**src/rtl/ex_mul_div_sequencer.sv**
```systemverilog
// Iterative 32-step shift-add multiply / restoring divide beside the Ex-stage ALU.
// Owns HI/LO and requests pipeline stalls while an operation is in flight.
module ex_mul_div_sequencer (
  input  logic        clk,
  input  logic        rst_n,
  input  logic        start,
  input  logic [2:0]  operation,
  input  logic [31:0] operandA,
  input  logic [31:0] operandB,
  input  logic        readRequest,
  output logic        busy,
  output logic        stallRequest,
  output logic        done,
  output logic        divideByZero,
  output logic [31:0] hi,
  output logic [31:0] lo
);

  typedef enum logic [1:0] {IDLE, RUN, FINISH} state_t;

  state_t      state;
  logic [4:0]  counter;
  logic [64:0] acc;          // multiply: {P[32:0], multiplier}; divide: {R[32:0], Q}
  logic [31:0] operandM;     // multiplicand magnitude or divisor magnitude
  logic [31:0] rawA;
  logic        isDivide;
  logic        negLow;
  logic        negHigh;
  logic        zeroDivisor;

  logic        isSigned;
  logic        signA;
  logic        signB;
  logic [31:0] magA;
  logic [31:0] magB;
  logic [32:0] mulSum;
  logic [64:0] mulNext;
  logic [64:0] divShift;
  logic [32:0] trial;
  logic [64:0] divNext;
  logic [63:0] product;
  logic [31:0] quotient;
  logic [31:0] remainder;
  logic [31:0] hiResult;
  logic [31:0] loResult;

  assign stallRequest = busy && (start || readRequest);

  always_comb begin
    isSigned = ~operation[0];
    signA    = isSigned & operandA[31];
    signB    = isSigned & operandB[31];
    magA     = signA ? (~operandA + 32'd1) : operandA;
    magB     = signB ? (~operandB + 32'd1) : operandB;

    // Carry out of the 33-bit add is kept before the right shift.
    mulSum   = acc[64:32] + (acc[0] ? {1'b0, operandM} : 33'd0);
    mulNext  = {1'b0, mulSum, acc[31:1]};

    divShift = {acc[63:0], 1'b0};
    trial    = divShift[64:32] - {1'b0, operandM};
    divNext  = trial[32] ? divShift : {trial, divShift[31:1], 1'b1};

    product   = negLow  ? (~acc[63:0]  + 64'd1) : acc[63:0];
    quotient  = negLow  ? (~acc[31:0]  + 32'd1) : acc[31:0];
    remainder = negHigh ? (~acc[63:32] + 32'd1) : acc[63:32];

    if (zeroDivisor) begin
      hiResult = rawA;
      loResult = 32'hFFFF_FFFF;
    end else if (isDivide) begin
      hiResult = remainder;
      loResult = quotient;
    end else begin
      hiResult = product[63:32];
      loResult = product[31:0];
    end
  end

  always_ff @(posedge clk or negedge rst_n) begin
    if (!rst_n) begin
      state        <= IDLE;
      counter      <= 5'd0;
      acc          <= 65'd0;
      operandM     <= 32'd0;
      rawA         <= 32'd0;
      isDivide     <= 1'b0;
      negLow       <= 1'b0;
      negHigh      <= 1'b0;
      zeroDivisor  <= 1'b0;
      busy         <= 1'b0;
      done         <= 1'b0;
      divideByZero <= 1'b0;
      hi           <= 32'd0;
      lo           <= 32'd0;
    end else begin
      done         <= 1'b0;
      divideByZero <= 1'b0;
      case (state)
        IDLE: begin
          if (start) begin
            case (operation)
              3'b100: hi <= operandA;
              3'b101: lo <= operandA;
              3'b000, 3'b001, 3'b010, 3'b011: begin
                isDivide    <= operation[1];
                rawA        <= operandA;
                zeroDivisor <= operation[1] && (operandB == 32'd0);
                negLow      <= signA ^ signB;
                negHigh     <= signA;
                operandM    <= operation[1] ? magB : magA;
                acc         <= {33'd0, operation[1] ? magA : magB};
                counter     <= 5'd0;
                busy        <= 1'b1;
                state       <= RUN;
              end
              default: ;
            endcase
          end
        end
        RUN: begin
          acc     <= isDivide ? divNext : mulNext;
          counter <= counter + 5'd1;
          if (counter == 5'd31) begin
            state        <= FINISH;
            done         <= 1'b1;
            divideByZero <= zeroDivisor;
          end
        end
        FINISH: begin
          hi    <= hiResult;
          lo    <= loResult;
          busy  <= 1'b0;
          state <= IDLE;
        end
        default: state <= IDLE;
      endcase
    end
  end

endmodule
```
**config.mk**
```make
export PLATFORM = sky130hd
export DESIGN_NAME = ex_mul_div_sequencer
export DESIGN_NICKNAME = d
export VERILOG_FILES = /design/src/rtl/ex_mul_div_sequencer.sv
export SDC_FILE = /design/constraint.sdc
export NUM_CORES = 1
export LEC_CHECK = 0
export CAP_MARGIN = 10
export CORE_MARGIN = 1.5
export CORE_UTILIZATION = 45
export CTS_CLUSTER_SIZE = 24
export DETAILED_ROUTE_END_ITERATION = 10
export PLACE_DENSITY = 0.64
export SETUP_SLACK_MARGIN = 0.2
export SLEW_MARGIN = 15
export SYNTH_ARGS = -nofsm -noshare
export SYNTH_HDL_FRONTEND = slang
export SYNTH_SLANG_ARGS = --single-unit
```
**constraint.sdc**
```tcl
create_clock -name clk -period 10.8 [get_ports clk]
set_clock_uncertainty 0.15 [all_clocks]
set_input_delay 3.24 -clock clk [delete_from_list [all_inputs] [get_ports clk]]
set_output_delay 3.24 -clock clk [all_outputs]
set_load 0.05 [all_outputs]
```
After elaboration in Yosys (flattened, before gate mapping):

Index checks and enable logic that the tools add are counted.

* flip-flop bits (word level): 207
* bits of input ports: 71
* output and inout bits: 68
* word-level logic and storage cells: 96

* add/sub/neg operators: 8
* eq/ne operators: 13
* multiplexer cells: 37
* bitwise operators: 9
* reduce and logical (&&, ||, !) cells: 15

Operators with widths (number)
* $mux 32: 15
* $mux 65: 4
* $pmux 65 s2: 1
* $add 32x1->32 const B: 4
* $not 32->32: 4
* $pmux 32 s2: 2
* $add 64x1->64 const B: 1
* $mux 64: 1
* $not 64->64: 1
* $add 33x32->33: 1
* $sub 33x32->33: 1
* $logic_not 32->1: 1
* $reduce_and 3->1: 6
* $mux 5: 2
* $pmux 5 s2: 1
* $eq 3x2->1 const B: 2
* $eq 3x3->1 const B: 2
* $mux 1: 6
* $mux 2: 3
* $ne 2x1->1 const B: 3
* $add 5x1->5 const B: 1
* $eq 5x5->1 const B: 1
* $ne 2x2->1 const B: 2
* $pmux 2 s2: 1
* other kinds (13): 16

Logic depth before layout (Yosys ltp):

Gate-level depths: netlist of the first run.

* depth in word-level cells: 7
* depth in mapped cells: 20
* depth with buffers taken out: 18

Least setup slack after synthesis of the first run:

No wires, ideal clock.

* kind: input to output
* start: input start
* end: output stallRequest
* arrival: 3645 ps
* required time: 7410 ps
* setup slack: 3765 ps
* stages on the path: 1
* path through: o21a_1

* longest elaborated chain between the ends: 2

RTL lines
* start, declared: line 6 `input logic start,`
* $logic_or 1x1->1: line 47 `assign stallRequest = busy && (start || readRequest);`
* $logic_and 1x1->1: line 47
* end, declared: line 12 `output logic stallRequest,`

No other way between the ends.

Worst setup path in the final report of the first run:

Ends and elaborated chain as after synthesis.

==> flow_metrics.env, run 1 <==
export IMPL_min_from="rawA[31]"
export IMPL_pre_cts_ws_ns=2.751
export IMPL_initial_utilization_pct=45.67
export IMPL_slew_violations=0
export IMPL_synthCells=2059
export IMPL_setup_viol=0
export IMPL_vias=16242
export IMPL_internal_power_mw=3.467
export IMPL_startpoint="start"
export IMPL_synth_seq_cells=207
export IMPL_hpwl_mm=44.89
export IMPL_layout_min_cycle_time_ns=8.058
export IMPL_drc_errors=0
export IMPL_routed_via_density=6.271
export IMPL_postLayoutCellArea_mm2=0.01879
export IMPL_power_switching_mw=3.629
export IMPL_totalPowerFinal_mw=7.096
export IMPL_crit_buf_inv=2
export IMPL_clock_sinks=207
export IMPL_r2r_slack_ns=5.14
export IMPL_die_area_mm2=0.03725
export IMPL_end_kind="output port"
export IMPL_cp_top_family="buffers and inverters"
export IMPL_cp_start_kind="input port"
export IMPL_vdd_ir_drop_max_v=0.0002466
export IMPL_place_area_mm2=0.01783
export IMPL_synth_area_leaders="dfrtp_1 32%, o21ai_0 6.6%, nand2_1 6.6%"
export IMPL_portBuffers=138
export IMPL_cp_required_ns=7.41
export IMPL_pin_count=139
export IMPL_synth_cell_types=74
export IMPL_drtPass1Iterations=6
export IMPL_grt_usage_pct=32.04
export IMPL_hp_class="reg2reg"
export IMPL_rsz0062_at_grt="no"
export IMPL_async_reset_ff_share_pct=100.0
export IMPL_grt_pass1_vias=15187
export IMPL_fp_row_count=69
export IMPL_fin_hold_ws_ns=0.3261
export IMPL_worstHoldEndpoint="rawA[31]"
export IMPL_final_hold_violation_count=0
export IMPL_fmax_mhz=124.1
export IMPL_clk_latency_ns=0.56
export IMPL_crit_fanout=4
export IMPL_cts_tree="yes"
export IMPL_seqPwrFrac_pct=23.5
export IMPL_grt_pass1_wl_mm=90.96
export IMPL_cts_resized=0
export IMPL_setup_tns_ns=0
export IMPL_yosysTopAreaCell="dfrtp_1"
export IMPL_critical_path_arrival_ns=4.67
export IMPL_synth_ff_type="dfrtp_1"
export IMPL_p_leak_nw=7.719
export IMPL_crit_chain="clkdlybuf4s50_1, o21a_1, clkdlybuf4s50_1"
export IMPL_grt_start_max_net_pins=89
export IMPL_status="complete, no violations"
export IMPL_die_y_um=193.0
export IMPL_yosys_area_top_type_share_pct=31.89
export IMPL_core_region_area_mm2=0.03557
export IMPL_worst_pin_slew_ns=1.165
export IMPL_r2r_start="acc[32]"
export IMPL_nets=2253
export IMPL_slew_headroom_pct=21.87
export IMPL_area_growth_pct=15.64
export IMPL_dp_cells=2542
export IMPL_layoutNonFillerInstCount=2590
export IMPL_seq_area_frac_synth_pct=31.89
export IMPL_r2r_end="acc[51]"
export IMPL_clockBufferDepth=3
export IMPL_gp_congestion=0.9122
export IMPL_ant_nets=0
export IMPL_cts_hold_buffers_added=0
export IMPL_clkPwrFrac_pct=13.8
export IMPL_hold_depth=2
export IMPL_antenna_found_initial=0
export IMPL_cts_root_buffer="clkbuf_16"
export IMPL_fin_crit_sh_pct=74.61
export IMPL_chipWidth_um=193.0
export IMPL_cpPeakStageDelay_ns=0.79
export IMPL_syn_area_mm2=0.01625
export IMPL_syn_area_per_cell_um2=7.890
export IMPL_path_clk_slew_ns=0.06
export IMPL_drive_above_1_share_pct=4.699
export IMPL_cts_buffers=26
export IMPL_wl_per_cell_um=23.34
export IMPL_crit_path_frequent_cell="clkdlybuf4s50_1"
export IMPL_yosysWarnings=0
export IMPL_postCtsSetupRepairBufs=0
export IMPL_swShare_pct=51.14
export IMPL_cap_violations=0
export IMPL_setup_slack_ns=2.742
export IMPL_wirelength_mm=60.44
export IMPL_reg2regPathDepth=16
export IMPL_gr_total_overflow=0
export IMPL_fin_util_pct=52.82
export IMPL_powerDensity_mw_per_mm2=377.7
export IMPL_critPathSlowestCell="clkdlybuf4s50_1"
export IMPL_path_class="in2out"
export IMPL_syn_nets=2203
export IMPL_synth_edf_count=0
export IMPL_ctsHtreeMaxLevel=1
export IMPL_drt_iter0_drc=1792
export IMPL_power_frac_comb_pct=62.7
placed cells by master (no fill, tap or decap), types with 49 or more instances in the layout:
master and n:
a211oi_1 50, xor2_1 70, dfrtp_1 206, o21ai_0 215, a21oi_1 158, inv_1 68, xnor2_1 93, nor2_1 174
nand2_1 284, ha_1 71, clkdlybuf4s50_1 136, mux2i_1 49
synthesized netlist by cell type, drive strengths merged, types with 8 or more instances:
| master | number |
|---|---|
| a21oi | 158 |
| o41ai | 19 |
| o221ai | 13 |
| nor3 | 36 |
| or4 | 15 |
| mux2i | 49 |
| a22o | 8 |
| and2 | 8 |
| a22oi | 11 |
| xnor2 | 93 |
| buf | 16 |
| o211ai | 23 |
| nor2 | 177 |
| dfrtp | 207 |
| inv | 69 |
| xor2 | 70 |
| a221oi | 9 |
| nand3 | 30 |
| and3 | 12 |
| a21o | 22 |
| nand2 | 284 |
| nor2b | 16 |
| nand4 | 13 |
| o22ai | 36 |
| o31ai | 31 |
| or3 | 15 |
| a31oi | 25 |
| a211oi | 50 |
| a222oi | 16 |
| nand2b | 15 |
| clkbuf | 123 |
| o21ai | 217 |
| o21a | 11 |
| ha | 71 |
| nor4 | 19 |
metal layers:
layer,part of all wire (%),global-route usage (%),up-vias,routed length [µm]
li1,-,-,7574,-
met1,44,45.59,7788,26320
met2,44,50.01,765,26740
met3,8.7,4.072,115,5260
met4,3.5,11.12,0,2118
met5,0,0,-,0
flip-flops by register name, indices dropped and copies added (netlist names), 2 cells and up:
signal,count
operandM,32
state,2
hi,32
acc,65
counter,5
rawA,32
lo,32
worst max path at each step:
stage | endpoint | slack, ns | depth (start not counted)
after floorplan | stallRequest | 3.76 | 1
after global routing | stallRequest | 2.69 | 3
after CTS | stallRequest | 2.74 | 3
after global placement | stallRequest | 2.73 | 3
final | stallRequest | 2.74 | 3
after detailed placement | stallRequest | 2.75 | 3
power groups by stage:
stage	Sequential [mW]	Combinational, mW	Clock (mW)
final	1.67	4.45	0.976
after floorplan	1.82	2.92	0
after detailed placement	1.66	4.39	0
after global placement	1.65	4.34	0
after global routing	1.71	4.87	1.02
after CTS	1.65	4.41	0.989
worst register-to-register path, cell delays in order, from the launching register on:
cell	delay [ns]
dfrtp_1	0.62
inv_1	0.26
fa_1	0.50
nor2b_1	0.18
o2111ai_1	0.18
a211oi_1	0.31
nor4_1	0.13
o41ai_1	0.77
a311oi_1	0.33
nor2b_1	0.27
o21ai_0	0.11
a22oi_1	0.23
ha_1	0.34
inv_1	0.39
nor2_1	0.25
a222oi_1	0.38
o31ai_1	0.13
logic make-up after synthesis:
| kind of cell | Yosys count | share of synthesized area, % |
|---|---|---|
| mux | 53 | 3.296 |
| fa+ha+maj | 73 | 5.715 |
| simple gates | 669 | 18.79 |
| flops | 207 | 31.89 |
| buf+inv | 208 | 5.106 |
| xor+xnor | 163 | 8.788 |
| compound gates | 686 | 26.42 |
area by class of cell:
| cell class | instances | area (µm²) |
|---|---|---|
| well taps | 461 | 576.8 |
| inverters | 69 | 259.0 |
| flip-flops and latches | 207 | 5181 |
| multi-input cells | 1644 | 10260 |
| diodes | 1 | 2.502 |
| fillers | 3436 | 16780 |
| repair buffers | 161 | 1554 |
| clock buffers | 32 | 703.2 |
| clock inverters | 15 | 251.5 |
No activity file was read; power rests on OpenSTA's default activity.
==> run 2: changes to the inputs <==
- PLACE_DENSITY: 0.64 -> 0.66
- clock period: 10.8 -> 7.3 ns (I/O delays scaled with it)
==> run 2 against run 1 <==
Setup slack lost 1.4 ns. Hold slack worse by 0.00070 ns. First-iteration DRC count fell by 3.0%. Via count down 0.87%. Final cell count unchanged. Critical path depth stayed put. Critical path type unchanged. Non-clock buffer count grew 2. Sequential power grew 47%. Combinational power up 49%. Largest power group unchanged. Count of clock-buffer cells in the layout is 1 lower.
==> flow_metrics.env, run 2 (synthesized netlist as in run 1, its figures left out) <==
export IMPL_status="complete, no violations"
export IMPL_slew_violations=0
export IMPL_slew_headroom_pct=22.55
export IMPL_wl_per_cell_um=23.07
export IMPL_wirelength_mm=59.75
export IMPL_dp_cells=2544
export IMPL_setup_viol=0
export IMPL_clock_sinks=207
export IMPL_final_common_cell="nand2_1"
export IMPL_die_area_mm2=0.03725
export IMPL_powerDensity_mw_per_mm2=556.3
export IMPL_grt_pass1_vias=14926
export IMPL_cts_resized=0
export IMPL_vias=16100
export IMPL_grt_usage_pct=31.48
export IMPL_cp_start_kind="input port"
export IMPL_path_clk_slew_ns=0.06
export IMPL_core_region_area_mm2=0.03557
export IMPL_rsz0062_at_grt="no"
export IMPL_fmax_mhz=167.6
export IMPL_largest_reg_flops=65
export IMPL_globalRoute_busiestLayer="met2"
export IMPL_layoutNonFillerInstCount=2590
export IMPL_fp_row_count=69
export IMPL_ctsHtreeMaxLevel=1
export IMPL_portBuffers=138
export IMPL_use_met3_pct=4.109
export IMPL_routed_via_density=6.216
export IMPL_cts_hold_buffers_added=0
export IMPL_p_leak_nw=7.716
export IMPL_layout_min_cycle_time_ns=5.966
export IMPL_ant_nets=0
export IMPL_worst_pin_slew_ns=1.161
export IMPL_final_hold_violation_count=0
export IMPL_hpwl_mm=44.72
export IMPL_final_cell_mix="284 x nand2_1, 215 x o21ai_0, 206 x dfrtp_1"
export IMPL_clk_latency_ns=0.55
export IMPL_nets=2255
export IMPL_gr_total_overflow=0
export IMPL_die_y_um=193.0
export IMPL_setup_tns_ns=0
export IMPL_area_growth_pct=15.41
export IMPL_drc_errors=0
export IMPL_initial_utilization_pct=45.67
export IMPL_n_antenna_cell=0
export IMPL_pin_count=139
export IMPL_critical_path_arrival_ns=3.63
export IMPL_hp_class="reg2reg"
export IMPL_antenna_found_initial=1
export IMPL_drive_above_1_share_pct=4.744
export IMPL_drt_iter0_drc=1738
export IMPL_grt_start_max_net_pins=94
export IMPL_gp_congestion=0.9401
export IMPL_met2_usage_pct=47.82
export IMPL_fin_crit_sh_pct=81.73
export IMPL_cts_buffers=26
export IMPL_clockBufferDepth=3
export IMPL_end_kind="output port"
export IMPL_path_class="in2out"
export IMPL_postCtsSetupRepairBufs=0
export IMPL_top_register="acc"
export IMPL_drtPass1Iterations=6
export IMPL_chipWidth_um=193.0
export IMPL_cts_root_buffer="clkbuf_16"
export IMPL_grt_pass1_wl_mm=88.90
export IMPL_crit_fanout=4
export IMPL_cap_violations=0
export IMPL_vdd_ir_drop_max_v=0.0003059
export IMPL_cts_tree="yes"
export IMPL_groute_layer_met1_usage_pct=44.38
export IMPL_fin_hold_ws_ns=0.3253
export IMPL_cp_required_ns=4.96
[run 2: changes by cell type in the layout (fill, tap and decap cells not counted), sizes merged]
cell and change:
clkinvlp -1, diode -1, buf +2, clkbuf -1, clkinv +2, inv +1, bufinv -2
[run 2: worst paths after layout]
kind	slack (ns)	cells after the start	from	to
worst max-delay path	1.33	3	start	stallRequest
worst min-delay path	0.33	2	rawA[4]	rawA[4]
worst max register to register	2.08	16	acc[32]	acc[35]
worst min register to register	0.33	2	rawA[4]	rawA[4]
max in group asynchronous	4.15	2	rst_n	divideByZero
min in group asynchronous	1.51	1	rst_n	rawA[19]
[run 2: critical path, cell delays in order]
cell and delay (ns):
clkdlybuf4s50_1 0.51, o21a_1 0.13, clkdlybuf4s50_1 0.79
[run 2: per-stage QoR]
stage / area [µm²] / worst slack, ns / utilization, % / total power, mW
finish: 18750 / 1.334 / 52.71 / 10.43
global route: 18750 / 1.257 / 52.71 / 11.16
CTS: 18750 / 1.319 / 52.71 / 10.34
detailed placement: 17860 / 1.332 / 50.20 / 8.957
global placement: 17860 / 1.324 / 50.20 / 8.875
floorplan: 16250 / 2.365 / - / 7.021
[run 2: report_power, final]
part / internal, mW / switching (mW)
clock network: 0.817 / 0.540
logic: 2.55 / 4.07
registers: 1.71 / 0.748
[run 2: per-layer routing]
metal	part of all wire [%]	up-vias
met3	9.0	132
met4	4.8	2
li1	-	7567
met5	0.022	-
met2	43	764
met1	43	7635
[run 2: layout make-up]
type | count | area [µm²]
fillers | 3431 | 16820
repair buffers | 163 | 1582
inverters | 69 | 259.0
clock inverters | 15 | 202.7
clock buffers | 31 | 689.4
multi-input cells | 1644 | 10260
flip-flops and latches | 207 | 5181
well taps | 461 | 576.8
==> variant 1: new RTL, config.mk and constraints of run 2 <==
Encoding of `state_t`: now one-hot (3 bits for 3 states).
--- a/src/rtl/ex_mul_div_sequencer.sv
+++ b/src/rtl/ex_mul_div_sequencer.sv
@@ -18,3 +18,3 @@
 
-  typedef enum logic [1:0] {IDLE, RUN, FINISH} state_t;
+  typedef enum logic [2:0] {IDLE = 3'b001, RUN = 3'b010, FINISH = 3'b100} state_t;
 
Function: no difference found for any inputs over 4 cycles, from zero or initial values and one cycle with rst_n low; so few cycles prove little.
==> variant 1 against run 2 <==
The run now ends with design-rule violations left. Die area increased by 0.53%. Global-route usage decreased by 0.78 points. Non-clock buffer count increased by 2. Sequential cell count increased by 1. Synthesized area increased by 0.54%. Fmax increased by 0.93%. Design area increased by 0.47%. First-iteration DRC count decreased by 17%. Worst setup slack improved by 55 ps. Routed wire length decreased by 2.8%. Critical path type unchanged.
Power is not compared: it rests on default switching activity, and its combinational part moved more than twofold at a synthesized area within 25%.
==> variant 1: results (changes against run 2) <==
| Metric | Value |
|---|---|
| Placed cell area | 18,000 µm² (was 17,900 µm²) |
| TritonCTS buffer count | 25 (was 26) |
| Share of layout cells above drive strength 1 | 5.08% (was 4.74%) |
| Wire length of the first global-routing pass | 89,600 µm (was 88,900 µm) |
| GRT Total Usage | 30.7% (was 31.5%) |
| Vias in the first global route | 15,000 (was 14,900) |
| Post-DP HPWL | 43,100 µm (was 44,700 µm) |
| Final RePlAce weighted congestion | 0.936 (was 0.940) |
| Mapped Nets | 2,156 (was 2,203) |
| Run status | complete, but fails checks (was complete, no violations) |
| Critical path arrival | 3570 ps (was 3630 ps) |
| Mean area per synthesized cell | 8.12 µm² (was 7.89 µm²) |
| Main area contributors after synthesis | dfrtp_1 (32%), nand2_1 (6.5%), mux2i_1 (6.2%), ha_1 (5.4%), o21ai_0 (5.2%) (was dfrtp_1 (32%), o21ai_0 (6.6%), nand2_1 (6.6%), ha_1 (5.5%), xnor2_1 (5.0%)) |
| Failing checks | design-rule violations |
| Drt total wl | 58,100 µm (was 59,800 µm) |
| DRT Pass-1 Iters | 8 (was 6) |
| Slew margin rel. | 26.0% (was 22.5%) |
| Vias per cell | 6.17 (was 6.22) |
| Reg clk slew, reported paths | 60 ps (about the same) |
| Most frequent cells after synthesis | nand2_1 (281), dfrtp_1 (207), o21ai_0 (170), nor2_1 (155), a21oi_1 (139) (was nand2_1 (284), o21ai_0 (215), dfrtp_1 (207), nor2_1 (175), a21oi_1 (158)) |
| DRC Markers | 5 (was 0) |
| Largest net degree at the start of global routing | 99 (was 94) |
| Unique cell type count in the Yosys netlist | 77 (was 74) |
| Via Count | 15,700 (was 16,100) |
| CP max FO | 2 (was 4) |
## variant 1: cell count changes after synthesis, sizes merged, moves of 14 or more
cell | run 2 | this run
a21oi | 158 | 139
a211oi | 50 | 31
o21ai | 217 | 171
a222oi | 16 | 2
o22ai | 36 | 6
xor2 | 70 | 92
nor2 | 177 | 155
mux2i | 49 | 101
a22oi | 11 | 25
## variant 1: kinds of logic after synthesis
| kind of cell | synth area share (%) |
|---|---|
| AOI/OAI and AO/OA | 23.0 |
| xor gates and xnor gates | 9.28 |
| adders and majority gates | 5.68 |
| buffers and inverters | 4.67 |
| DFF | 31.9 |
| muxes | 6.60 |
| and+or+nand+nor | 18.9 |
## variant 1: worst max-delay path, delay by kind of cell
| family | cells | cell delay [ps] |
|---|---|---|
| AOI/OAI and AO/OA | 1 | 120 |
| buffers and inverters | 2 | 1260 |
## variant 1: routing by layer
metal	up-vias	part of all wire [%]	track usage, %
met5	-	0	0
met4	0	4.2	12.2
met3	127	7.6	4.04
met2	671	46	49.3
met1	7571	43	42.0
li1	7359	-	-
## variant 1: worst paths after layout
path,start,to,slack [ps]
setup / recovery,start,stallRequest,1390
hold / removal,rawA[14],rawA[14],330
hold reg to reg,rawA[14],rawA[14],330
min in group asynchronous,rst_n,lo[2],1520
max in group asynchronous,rst_n,state[2],4020
setup reg to reg,acc[32],acc[43],1660
## variant 1: area by class of cell
cell class	count	area, µm²
Clock buffer	34	719
Clock inverter	12	121
Fill cell	3406	16800
Inverter	62	233
Multi-Input combinational cell	1606	10400
Sequential cell	208	5210
Tap cell	461	577
Timing Repair Buffer	165	1580
## variant 1: power by group
part	internal, W	switching (W)
Sequential	0.00145	0.000396
Combinational	0.00117	0.00193
Clock	0.000760	0.000538
==> variant 2: new RTL, config.mk and constraints of run 2 <==
Made on the original files. Reset style: synchronous (`rst_n`), changed in one clocked block.
--- a/src/rtl/ex_mul_div_sequencer.sv
+++ b/src/rtl/ex_mul_div_sequencer.sv
@@ -79,3 +79,3 @@
 
-  always_ff @(posedge clk or negedge rst_n) begin
+  always_ff @(posedge clk) begin
     if (!rst_n) begin
Function: differs if rst_n is asserted again (counterexample within 4 cycles, from zero or initial values and one cycle with rst_n low); with rst_n held inactive, the same outputs for 4 cycles.
==> variant 2 against run 2 <==
Sequential cell count stayed put. Sequential share of layout area is 5.1 points lower. Routed wire length is 5.4% higher. Synthesized area is 3.2% lower. Worst setup slack worse by 190 ps. First-iteration DRC count is 12% higher. Design area is 2.0% lower.
Power is not compared: it rests on default switching activity, and its combinational part moved more than twofold at a synthesized area within 25%.
==> variant 2: results (changes against run 2) <==
| Metric | Value |
|---|---|
| PostCTS Resize Cnt | 0 (unchanged) |
| Synth Area in Adders | 5.90% (was 5.71%) |
| Most frequent cells after synthesis | a21oi_1 (255), nand2_1 (243), nor2_1 (228), dfxtp_1 (207), clkbuf_1 (124) (was nand2_1 (284), o21ai_0 (215), dfrtp_1 (207), nor2_1 (175), a21oi_1 (158)) |
| N_diodes | 0 (unchanged) |
| Post-DP HPWL | 47,300 µm (was 44,700 µm) |
| Biggest register | acc (unchanged) |
| Vias in the first global route | 15,100 (was 14,900) |
| Placed cell area | 17,400 µm² (was 17,900 µm²) |
| Run status | complete, no violations (unchanged) |
| Compound-Gate Fraction of Synth Area | 28.4% (was 26.4%) |
| Mapped Nets | 2,279 (was 2,203) |
| Reg clk slew, reported paths | 60 ps (about the same) |
| Synth warnings | 0 (unchanged) |
| Post-synthesis mux area share | 4.69% (was 3.30%) |
| CP max FO | 3 (was 4) |
| Layout net count | 2,330 (was 2,255) |
| Critical path's slowest cell | clkdlybuf4s50_1 (unchanged) |
| Fill count | 3,351 (was 3,431) |
| CP peak stage delay | 850 ps (was 790 ps) |
| Largest net degree at the start of global routing | 64 (was 94) |
| Final RePlAce weighted congestion | 0.953 (was 0.940) |
| Placement Setup Slack | 1070 ps (was 1330 ps) |
| Number of DRC markers in iteration 0 | 1,952 (was 1,738) |
| Initial antenna violation count | 0 (was 1) |
| Register area share after synthesis | 26.3% (was 31.9%) |
| Critical path arrival | 3810 ps (was 3630 ps) |
| Top cell type's share of synthesized area | 26.3% (was 31.9%) |
| Post-synth ARST share | 0% (was 100%) |
| Routed WL per cell | 23.7 µm (was 23.1 µm) |
| Max cap viols | 0 (unchanged) |
| Slew margin rel. | 17.1% (was 22.5%) |
| Share of layout cells above drive strength 1 | 4.90% (was 4.74%) |
| TritonCTS buffer count | 26 (unchanged) |
| Maximum vdd drop | 146 µV |
| Root Driver | clkbuf_16 (unchanged) |
| Clock Path Buffers | 3 (unchanged) |
| Clock Latency Late Sink | 550 ps (about the same) |
| GRT Total Usage | 33.9% (was 31.5%) |
| Xor/xnor cell area share of the yosys netlist | 9.30% (was 8.79%) |
| Wire length of the first global-routing pass | 93,600 µm (was 88,900 µm) |
| Post-CTS setup repair buffer count | 0 (unchanged) |
| H-tree Lvls | 1 (unchanged) |
| Unique cell type count in the Yosys netlist | 73 (was 74) |
| Pleak | 6.77 nW |
| Largest register FFs | 65 (unchanged) |
| Vias per cell | 6.32 (was 6.22) |
| HP Class | flip-flop to flip-flop (unchanged) |
| Main area contributors after synthesis | dfxtp_1 (26%), a21oi_1 (8.1%), nand2_1 (5.8%), ha_1 (5.6%), nor2_1 (5.4%) (was dfrtp_1 (32%), o21ai_0 (6.6%), nand2_1 (6.6%), ha_1 (5.5%), xnor2_1 (5.0%)) |
| DRT Pass-1 Iters | 7 (was 6) |
| PortBufs | 138 (unchanged) |
variant 2: cells by family (layout without fill, tap and decap cells):
family | Yosys count | after routing
buf+inv | 212 | 283
flops | 207 | 207
fa+ha+maj | 73 | 73
xor+xnor | 167 | 167
mux | 73 | 73
simple gates | 699 | 699
compound gates | 704 | 704
variant 2: worst max-delay path: cells and delay by family:
| kind | cells | cell delay (ps) |
|---|---|---|
| AOI/OAI and AO/OA | 1 | 230 |
| buffers and inverters | 2 | 1390 |
variant 2: area by class of cell:
type	instances	area (µm²)	share of cell area, %
Timing Repair Buffer	168	1600	8.72
Tap cell	455	569	3.10
Clock inverter	16	287	1.56
Clock buffer	32	703	3.83
Inverter	67	254	1.38
Sequential cell	207	4150	22.6
Multi-Input combinational cell	1716	10800	58.8
variant 2: path summary, 6_finish.rpt:
check	startpoint	end	slack [ps]	cells past startpoint
max	start	stallRequest	1150	3
min	operandM[29]	operandM[29]	300	2
max reg2reg	acc[32]	acc[47]	1960	16
min reg2reg	operandM[29]	operandM[29]	300	2
variant 2: per-layer routing:
metal  track usage (%)  part of all wire, %
met5                 0                    0
met4              13.7                  4.2
met3              4.17                  9.0
met2              51.7                   43
met1              48.2                   44
variant 2: power by group:
group / internal (W) / total (W) / switching, W
clock network: 0.000937 / 0.00149 / 0.000555
registers: 0.00118 / 0.00125 / 0.0000717
logic: 0.000322 / 0.000881 / 0.000560
total: 0.00244 / 0.00362 / 0.00119
variant 2: per-stage QoR:
stage	util (%)	std cells
after floorplan	-	2135
after global placement	50.4	2613
after detailed placement	50.4	2613
after CTS	53.3	2661
after global routing	53.3	2661
final	53.3	2661
